### config.mk
export PLATFORM = sky130hd
export DESIGN_NAME = exe_trig_cordic
export DESIGN_NICKNAME = d
export VERILOG_FILES = /design/src/rtl/exe_trig_cordic_pkg.sv /design/src/rtl/exe_trig_cordic_iter.sv /design/src/rtl/exe_trig_cordic.sv
export SDC_FILE = /design/constraint.sdc
export NUM_CORES = 1
export LEC_CHECK = 0
export BUFFER_PORTS_ARGS = -buffer_cell sky130_fd_sc_hd__buf_2
export CORE_ASPECT_RATIO = 1.5
export CORE_MARGIN = 3
export CORE_UTILIZATION = 25
export CTS_BUF_LIST = sky130_fd_sc_hd__clkbuf_4
export CTS_CLUSTER_SIZE = 25
export DETAILED_ROUTE_END_ITERATION = 8
export PLACE_DENSITY = 0.45
export SYNTH_ARGS = -nofsm -noshare
export SYNTH_HDL_FRONTEND = slang
export SYNTH_HIERARCHICAL = 1
export SYNTH_SLANG_ARGS = --single-unit
### constraint.sdc
create_clock -name clk -period 9.05 [get_ports clk]
set_input_delay 0.905 -clock clk [delete_from_list [all_inputs] [get_ports clk]]
set_output_delay 0.905 -clock clk [all_outputs]
set_load 0.01 [all_outputs]
### src/rtl/exe_trig_cordic_pkg.sv
// rtl/exe_trig_cordic_pkg.sv - shared constants, state enum and arctangent table for the trig unit
package exe_trig_cordic_pkg;

    typedef enum logic [1:0] {
        ST_IDLE,
        ST_PREP,
        ST_ITER,
        ST_DONE
    } trig_state_e;

    // Q16.16 constants; CORDIC_K pre-scales x so the gain of the rotations cancels out
    localparam int CORDIC_K = 39797;
    localparam int PI       = 205887;
    localparam int HALF_PI  = 102944;

    function automatic logic signed [31:0] atan_lut(input logic [4:0] idx);
        logic signed [31:0] v;
        case (idx)
            5'd0:    v = 32'sd51472;
            5'd1:    v = 32'sd30386;
            5'd2:    v = 32'sd16055;
            5'd3:    v = 32'sd8150;
            5'd4:    v = 32'sd4091;
            5'd5:    v = 32'sd2047;
            5'd6:    v = 32'sd1024;
            5'd7:    v = 32'sd512;
            5'd8:    v = 32'sd256;
            5'd9:    v = 32'sd128;
            5'd10:   v = 32'sd64;
            5'd11:   v = 32'sd32;
            5'd12:   v = 32'sd16;
            5'd13:   v = 32'sd8;
            5'd14:   v = 32'sd4;
            5'd15:   v = 32'sd2;
            default: v = 32'sd0;
        endcase
        return v;
    endfunction

endpackage

### src/rtl/exe_trig_cordic_iter.sv
// rtl/exe_trig_cordic_iter.sv - one combinational CORDIC micro-rotation in rotation mode
module exe_trig_cordic_iter
    import exe_trig_cordic_pkg::*;
#(
    parameter int DATA_W = 32,
    parameter int XY_W   = DATA_W + 2
) (
    input  logic signed [XY_W-1:0]   x_i,
    input  logic signed [XY_W-1:0]   y_i,
    input  logic signed [DATA_W-1:0] z_i,
    input  logic        [4:0]        iter_i,
    output logic signed [XY_W-1:0]   x_o,
    output logic signed [XY_W-1:0]   y_o,
    output logic signed [DATA_W-1:0] z_o
);

    logic signed [XY_W-1:0]   x_sh;
    logic signed [XY_W-1:0]   y_sh;
    logic signed [DATA_W-1:0] atan_v;

    always_comb begin
        x_sh   = x_i >>> iter_i;
        y_sh   = y_i >>> iter_i;
        atan_v = DATA_W'(atan_lut(iter_i));
        // zero residual angle rotates in the positive direction
        if (z_i >= 0) begin
            x_o = x_i - y_sh;
            y_o = y_i + x_sh;
            z_o = z_i - atan_v;
        end else begin
            x_o = x_i + y_sh;
            y_o = y_i - x_sh;
            z_o = z_i + atan_v;
        end
    end

endmodule

### src/rtl/exe_trig_cordic.sv
// rtl/exe_trig_cordic.sv - multi-cycle sine/cosine execute unit with pipeline stall and flush
module exe_trig_cordic
    import exe_trig_cordic_pkg::*;
#(
    parameter int DATA_W = 32,
    parameter int FRAC_W = 16,
    parameter int ITER   = 16
) (
    input  logic              clk,
    input  logic              rst_n,
    input  logic              start_i,
    input  logic              trig_sel_i,
    input  logic [DATA_W-1:0] angle_i,
    input  logic              flush_i,
    output logic              stall_o,
    output logic              done_o,
    output logic [DATA_W-1:0] result_o,
    output logic              range_err_o
);

    localparam int XY_W = DATA_W + 2;
    localparam logic [4:0] LAST_I = 5'(ITER - 1);
    localparam logic signed [DATA_W-1:0] PI_V      = DATA_W'(PI);
    localparam logic signed [DATA_W-1:0] HALF_PI_V = DATA_W'(HALF_PI);
    localparam logic signed [XY_W-1:0]   SAT_P     = XY_W'(longint'(1) << FRAC_W);
    localparam logic signed [XY_W-1:0]   SAT_N     = -SAT_P;

    trig_state_e              state_q, state_d;
    logic                     sel_q, sel_d;
    logic signed [DATA_W-1:0] angle_q, angle_d;
    logic signed [XY_W-1:0]   x_q, x_d;
    logic signed [XY_W-1:0]   y_q, y_d;
    logic signed [DATA_W-1:0] z_q, z_d;
    logic        [4:0]        i_q, i_d;
    logic                     neg_q, neg_d;
    logic                     rerr_q, rerr_d;
    logic signed [DATA_W-1:0] result_q, result_d;

    logic signed [XY_W-1:0]   x_nxt, y_nxt;
    logic signed [DATA_W-1:0] z_nxt;
    logic signed [XY_W-1:0]   res_pre;
    logic signed [DATA_W-1:0] res_sat;
    logic                     idle_like;

    exe_trig_cordic_iter #(
        .DATA_W (DATA_W),
        .XY_W   (XY_W)
    ) u_iter (
        .x_i    (x_q),
        .y_i    (y_q),
        .z_i    (z_q),
        .iter_i (i_q),
        .x_o    (x_nxt),
        .y_o    (y_nxt),
        .z_o    (z_nxt)
    );

    // final rotation result, undone quadrant fold, clamped to +/-1.0
    always_comb begin
        res_pre = sel_q ? x_nxt : y_nxt;
        if (neg_q) begin
            res_pre = -res_pre;
        end
        if (res_pre > SAT_P) begin
            res_sat = DATA_W'(SAT_P);
        end else if (res_pre < SAT_N) begin
            res_sat = DATA_W'(SAT_N);
        end else begin
            res_sat = DATA_W'(res_pre);
        end
    end

    assign idle_like = (state_q == ST_IDLE) || (state_q == ST_DONE);

    always_comb begin
        state_d  = state_q;
        sel_d    = sel_q;
        angle_d  = angle_q;
        x_d      = x_q;
        y_d      = y_q;
        z_d      = z_q;
        i_d      = i_q;
        neg_d    = neg_q;
        rerr_d   = rerr_q;
        result_d = result_q;

        if (flush_i) begin
            state_d = ST_IDLE;
        end else begin
            case (state_q)
                ST_IDLE, ST_DONE: begin
                    if (start_i) begin
                        sel_d   = trig_sel_i;
                        angle_d = angle_i;
                        state_d = ST_PREP;
                    end else begin
                        state_d = ST_IDLE;
                    end
                end
                ST_PREP: begin
                    if (angle_q > HALF_PI_V) begin
                        z_d   = angle_q - PI_V;
                        neg_d = 1'b1;
                    end else if (angle_q < -HALF_PI_V) begin
                        z_d   = angle_q + PI_V;
                        neg_d = 1'b1;
                    end else begin
                        z_d   = angle_q;
                        neg_d = 1'b0;
                    end
                    x_d     = XY_W'(CORDIC_K);
                    y_d     = '0;
                    i_d     = '0;
                    rerr_d  = (angle_q > PI_V) || (angle_q < -PI_V);
                    state_d = ST_ITER;
                end
                ST_ITER: begin
                    x_d = x_nxt;
                    y_d = y_nxt;
                    z_d = z_nxt;
                    i_d = i_q + 5'd1;
                    if (i_q == LAST_I) begin
                        result_d = res_sat;
                        state_d  = ST_DONE;
                    end
                end
                default: state_d = ST_IDLE;
            endcase
        end
    end

    always_ff @(posedge clk or negedge rst_n) begin
        if (!rst_n) begin
            state_q  <= ST_IDLE;
            sel_q    <= 1'b0;
            angle_q  <= '0;
            x_q      <= '0;
            y_q      <= '0;
            z_q      <= '0;
            i_q      <= '0;
            neg_q    <= 1'b0;
            rerr_q   <= 1'b0;
            result_q <= '0;
        end else begin
            state_q  <= state_d;
            sel_q    <= sel_d;
            angle_q  <= angle_d;
            x_q      <= x_d;
            y_q      <= y_d;
            z_q      <= z_d;
            i_q      <= i_d;
            neg_q    <= neg_d;
            rerr_q   <= rerr_d;
            result_q <= result_d;
        end
    end

    // drops in the DONE cycle so the pipeline advances together with the result
    assign stall_o     = !flush_i && ((state_q == ST_PREP) || (state_q == ST_ITER) ||
                                      (idle_like && start_i));
    assign done_o      = (state_q == ST_DONE) && !flush_i;
    assign range_err_o = done_o && rerr_q;
    assign result_o    = result_q;

endmodule
# Yosys cells after proc, flatten, opt, wreduce, memory -nomap -nowiden
# Memory sizes are Yosys's and may differ from the RTL's.
# Index checks and enable logic that the tools add are counted.
dict set report word_totals {
  register_bits 174
  latchBits 0
  mem_bits_rw 0
  rom_bits 256
  input_bits 37
  elab_cells 72
  n_memories 1
}
# memory depth width rd rd_ports_with_merged_regs wr line
set memory_table {}
lappend memory_table {{(name not given)} 16 16 1 0 0 exe_trig_cordic_pkg.sv:18} ;# case (idx)
dict set report classes {
  add_sub_neg 10
  multipliers 0
  n_div 0
  n_lt_le_gt_ge 7
  eq_ne 5
  n_shift 2
  n_mux 20
  bitwise_logic 1
  n_reduce_logical 16
}
# op count
set op_table {}
lappend op_table {{$mux 32} 6}
lappend op_table {{$mux 34} 4}
lappend op_table {{$pmux 34 s2} 2}
lappend op_table {{$add 34x34->34} 2}
lappend op_table {{$sshr 34x5->34} 2}
lappend op_table {{$sub 34x34->34} 2}
lappend op_table {{$pmux 32 s2} 1}
lappend op_table {{$gt 34x18->1 const B} 1}
lappend op_table {{$lt 34x17->1 const B} 1}
lappend op_table {{$neg 34->34} 1}
lappend op_table {{$add 32x19->32 const B} 1}
lappend op_table {{$add 32x32->32} 1}
lappend op_table {{$ge 32x1->1 const B} 1}
lappend op_table {{$gt 32x18->1 const B} 1}
lappend op_table {{$gt 32x19->1 const B} 1}
lappend op_table {{$lt 32x18->1 const B} 1}
lappend op_table {{$lt 32x19->1 const B} 1}
lappend op_table {{$sub 32x19->32 const B} 1}
lappend op_table {{$sub 32x32->32} 1}
lappend op_table {{$pmux 5 s2} 1}
lappend op_table {{$pmux 2 s3} 1}
lappend op_table {{$reduce_and 3->1} 2}
lappend op_table {{$add 5x1->5 const B} 1}
lappend op_table {{$eq 5x4->1 const B} 1}
lappend op_table {{other kinds (13)} 24}

# Longest topological paths before layout
dict set report logic_depth {
  word_depth 9
  depth_mapped 38
  depth_no_buf 31
}

# Cells and area by module
# Netlist, hierarchy kept.
# module n_inst cells_per_inst area_per_inst_um2 seq_area_each_um2
set modules_own_cells {}
lappend modules_own_cells {exe_trig_cordic_iter 1 1544 11624.9 0.0}
lappend modules_own_cells {exe_trig_cordic 1 1183 10462.5 4354.2}

# Worst setup path after synthesis
# Ideal clock, no wire load.
dict set report synth_path {
  path_type {flip-flop to flip-flop}
  from {register i_q[1]}
  to {register result_q[16] (netlist: result_o[16])}
  setup_time_ns 0.126
  arrival_ns 8.068
  t_required_ns 8.924
  slack_ns 0.856
  path_stages_with_launch 34
  path_buffers 5
  synth_period_minus_slack_ns 8.194
  cell_sequence {dfrtp_1 -> buf_2 -> buf_2 -> buf_1 -> buf_2 -> buf_1 -> mux4_2 -> a22oi_1 -> o211ai_1 -> inv_1 -> ha_1 -> inv_1 -> or4_1 -> nand2b_1 -> o21ai_0 -> xnor2_1 -> ha_1 -> nand4_1 -> a2111oi_0 -> a22oi_1 -> a21oi_1 -> a21oi_1 -> nor2_1 -> nor2_1 -> xnor2_1 -> or3_1 -> a222oi_1 -> nand4_4 -> o41ai_2 -> xnor2_1 -> nand2_1 -> nor4_2 -> a31oi_4 -> o32a_1}
}
dict set report synth_between {
  elab_chain_len 9
}
# element line
set synth_rtl {}
lappend synth_rtl {{start, declared} exe_trig_cordic.sv:34} ;# logic [4:0] i_q, i_d;
lappend synth_rtl {{start signal, assigned} exe_trig_cordic.sv:151} ;# i_q <= i_d;
lappend synth_rtl {{$sshr 34x5->34 (*)} exe_trig_cordic_iter.sv:22} ;# x_sh = x_i >>> iter_i;
lappend synth_rtl {{$sub 34x34->34 or $add 34x34->34 (tied branches)} {exe_trig_cordic_iter.sv:32, exe_trig_cordic_iter.sv:28}}
lappend synth_rtl {{$mux 34 (*)} exe_trig_cordic_iter.sv:26} ;# if (z_i >= 0) begin
lappend synth_rtl {{net y_nxt[18]} exe_trig_cordic.sv:39} ;# logic signed [XY_W-1:0] x_nxt, y_nxt;
lappend synth_rtl {{$mux 34 (*)} exe_trig_cordic.sv:60} ;# res_pre = sel_q ? x_nxt : y_nxt;
lappend synth_rtl {{$neg 34->34} exe_trig_cordic.sv:62} ;# res_pre = -res_pre;
lappend synth_rtl {{$mux 34 (*)} exe_trig_cordic.sv:61} ;# if (neg_q) begin
lappend synth_rtl {{$lt 34x17->1} exe_trig_cordic.sv:66} ;# end else if (res_pre < SAT_N) begin
lappend synth_rtl {{$mux 32} exe_trig_cordic.sv:66}
lappend synth_rtl {{$mux 32 (*)} exe_trig_cordic.sv:64} ;# if (res_pre > SAT_P) begin
lappend synth_rtl {{end signal, assigned} exe_trig_cordic.sv:154} ;# result_q <= result_d;
lappend synth_rtl {{end, declared} exe_trig_cordic.sv:37} ;# logic signed [DATA_W-1:0] result_q, result_d;
# The timed path passes the listed nets; every way through them passes the cells marked *.
# A chain may end at the register's enable or synchronous reset.

# Worst setup path after layout
dict set report layout_path {
  from {register i_q[0]}
  to {register result_q[9] (netlist: result_o[9])}
}
# The elaborated chain is that of the path after synthesis.

==> flow_metrics.env <==
export IMPL_status="finished clean"
export IMPL_drt_iter0_markers=1851
export IMPL_routed_wl_mm=96.9
export IMPL_antenna_found_initial=3
export IMPL_routabilityCongestion=0.990
export IMPL_synth_distinct_cells=102
export IMPL_start_kind="flop"
export IMPL_cts_buffer_depth=2
export IMPL_relSlewSlack=0.281
export IMPL_hpwlAfterDp_mm=75.7
export IMPL_synth_fa_ha_area_frac=0.0684
export IMPL_cp_arrival_ns=9.38
export IMPL_overflow=0
export IMPL_fill_cells=9484
export IMPL_synthCells=2727
export IMPL_cts_buffers=17
export IMPL_yosys_area_share_simple=0.212
export IMPL_synthTopCellsByCount="nand2_1, nor2_1, o21ai_0"
export IMPL_fin_util=0.296
export IMPL_min_path_type="input port to asynchronous set/reset pin"
export IMPL_critical_path_class="flop to flop"
export IMPL_yosysSeqAreaShare=0.197
export IMPL_crit_path_top_delay_cell="or4_1"
export IMPL_yosys_cell_count_top_type="nand2_1"
export IMPL_synth_top_cell_by_area="dfrtp_1"
export IMPL_multi_input_area_sq_mm=0.0169
export IMPL_synthFlopType="dfrtp_1"
export IMPL_ff_latch_area_sq_mm=0.00437
export IMPL_grt_max_degree=76
export IMPL_die_area_sq_mm=0.0920
export IMPL_max_stage_delay_ns=0.58
export IMPL_final_cells=4070
export IMPL_fin_hold_ws_ns=0.114
export IMPL_io_pins=72
export IMPL_slew_viol_final=0
export IMPL_cp_top_family="compound AO/OA/AOI/OAI gates"
export IMPL_crit_fanout=14
export IMPL_synth_top_cell_area_share=0.197
export IMPL_area_growth_pct=16.7
export IMPL_row_count=132
export IMPL_holdBufCountCts=0
export IMPL_cts_clk_slew_worst_paths_ns=0.19
export IMPL_yosys_register_bits=174
export IMPL_fin_setup_tns_ns=0
export IMPL_drc=0
export IMPL_fmax_mhz=114
export IMPL_cts_sinks=174
export IMPL_syn_num_nets=2883
export IMPL_hold_violations=0
export IMPL_start_util=0.254
export IMPL_end_kind="flop"
export IMPL_rsz0062_at_grt="yes"
export IMPL_post_drt_wl_per_cell_microns=23.8
export IMPL_ys_top_cells_by_area="dfrtp_1, ha_1, mux4_2"
export IMPL_synth_edf_count=0
export IMPL_drv_cap=0
export IMPL_syn_area_per_cell_sq_um=8.10
export IMPL_synth_compound_area_share=0.234
export IMPL_root_buffer="clkbuf_4"
export IMPL_io_buffer_count=71
export IMPL_cts_tree="yes"
export IMPL_skew_ns=0.0435
export IMPL_track_usage=0.204
export IMPL_via_per_inst=5.60
export IMPL_grt_pass1_wl_mm=145
export IMPL_setup_violations=0
export IMPL_antenna_left=0
export IMPL_cp_required_ns=9.68
export IMPL_drive_gt1_frac=0.217
export IMPL_synth_top_family_by_area="compound AO/OA/AOI/OAI gates"
export IMPL_synth_warnings=6
export IMPL_via_count=22800
export IMPL_syn_cell_area_sq_mm=0.0221
export IMPL_synthMuxAreaShare=0.158
export IMPL_clk_latency_ns=0.75
export IMPL_async_flop_share=1.00
export IMPL_worst_path_most_repeated_cell="xnor2_1"
export IMPL_fin_crit_ns=8.75
export IMPL_cp_num_buf_inv=6
export IMPL_grt_pass1_vias=22700
export IMPL_final_nets=3072
export IMPL_tightest_slew_ns=1.08
export IMPL_firstDrtPassIters=7
export IMPL_die_h_microns=370
export IMPL_fin_crit_sh=0.967
export IMPL_synth_xor_area_share=0.0829
export IMPL_core_area_sq_mm=0.0870
export IMPL_htree_levels=4
export IMPL_placed_cells=4014
export IMPL_die_x_microns=249
==> logic make-up after synthesis <==
family          count (synthesis)
xor+xnor                      209
simple gates                  962
flops                         174
mux                           249
compound gates                768
fa+ha+maj                     119
buf+inv                       246
==> cell usage in the layout (no fill, tap or decap), types with 12 or more instances in the layout <==
| cell type | instances |
|---|---|
| o22ai_1 | 19 |
| inv_1 | 73 |
| xor2_1 | 74 |
| dfrtp_1 | 167 |
| a21o_1 | 63 |
| mux2_2 | 96 |
| a22oi_1 | 18 |
| a21oi_1 | 158 |
| ha_1 | 115 |
| mux4_2 | 64 |
| xnor2_1 | 132 |
| or4_1 | 13 |
| nor2b_1 | 26 |
| nand4_1 | 23 |
| o21a_1 | 30 |
| nand3_1 | 114 |
| or3_1 | 29 |
| nand2_1 | 340 |
| nand2b_1 | 26 |
| and3_1 | 34 |
| mux2i_1 | 83 |
| o31ai_2 | 13 |
| nor4_1 | 19 |
| a211oi_1 | 30 |
| clkbuf_4 | 18 |
| buf_4 | 257 |
| o21ai_0 | 181 |
| nor3_1 | 56 |
| o21bai_1 | 12 |
| a31oi_1 | 28 |
| nor2_1 | 185 |
| o211ai_1 | 14 |
| o31ai_1 | 28 |
| or2_2 | 19 |
| a222oi_1 | 15 |
| buf_2 | 71 |
==> per-layer routing <==
metal  vias up  part of all wire  global-route usage
li1      10600                 -                   -
met1     11200              0.41               0.241
met2       747              0.49               0.362
met3       227             0.041              0.0214
met4         2             0.060               0.109
met5         -          0.000072                   0
==> per-stage QoR <==
stage	instance area, sq um	worst slack (ns)
global route	25800	-0.00423
CTS	25400	0.0592
detailed placement	25100	0.177
floorplan	22100	0.856
global placement	25100	0.0929
finish	25800	0.300
==> worst paths after layout <==
path	slack, ns	depth (start not counted)	endpoint	startpoint
hold reg to reg	0.49	1	result_o[30]$_DFFE_PN0P_	result_o[30]$_DFFE_PN0P_
setup reg to reg	0.30	33	result_o[9]$_DFFE_PN0P_	i_q[0]$_DFFE_PN0P_
max in group asynchronous	7.56	2	i_q[0]$_DFFE_PN0P_	rst_n
min in group clk	0.37	2	angle_q[3]$_DFFE_PN0P_	angle_i[3]
setup / recovery	0.30	33	result_o[9]$_DFFE_PN0P_	i_q[0]$_DFFE_PN0P_
hold / removal	0.11	1	angle_q[3]$_DFFE_PN0P_	rst_n
==> final cells by class <==
type,instances,share of cell area
multi-input cells,2307,0.657
clock buffers,18,0.00524
well taps,1139,0.0553
inverters,77,0.0114
flip-flops and latches,174,0.170
diodes,2,0.000194
clock inverters,14,0.00427
repair buffers,339,0.0970
==> flip-flops by register name (all words and copies together) (netlist names) <==
register and count:
state_q 2, z_q 32, angle_q 32, i_q 5, sel_q 1, rerr_q 1
neg_q 1, result_o 32, y_q 34, x_q 34
==> worst register-to-register path, delay by kind of cell (launching register included) <==
| kind | cells | cell delay (ns) |
|---|---|---|
| adders and majority gates | 2 | 0.47 |
| muxes | 3 | 1.11 |
| and+or+nand+nor | 6 | 2.17 |
| buffers and inverters | 6 | 0.83 |
| DFF | 1 | 0.52 |
| AOI/OAI and AO/OA | 13 | 3.10 |
| xor gates and xnor gates | 3 | 0.48 |
==> what timing repair did <==
item / CTS / global route
setup endpoints to repair: 0 / 32
resized for setup: 0 / 41
setup buffers: 0 / 20
Power is left out: the tool's default activity adds up to more than one toggle a clock period on the data nets, which glitch-free logic cannot reach.
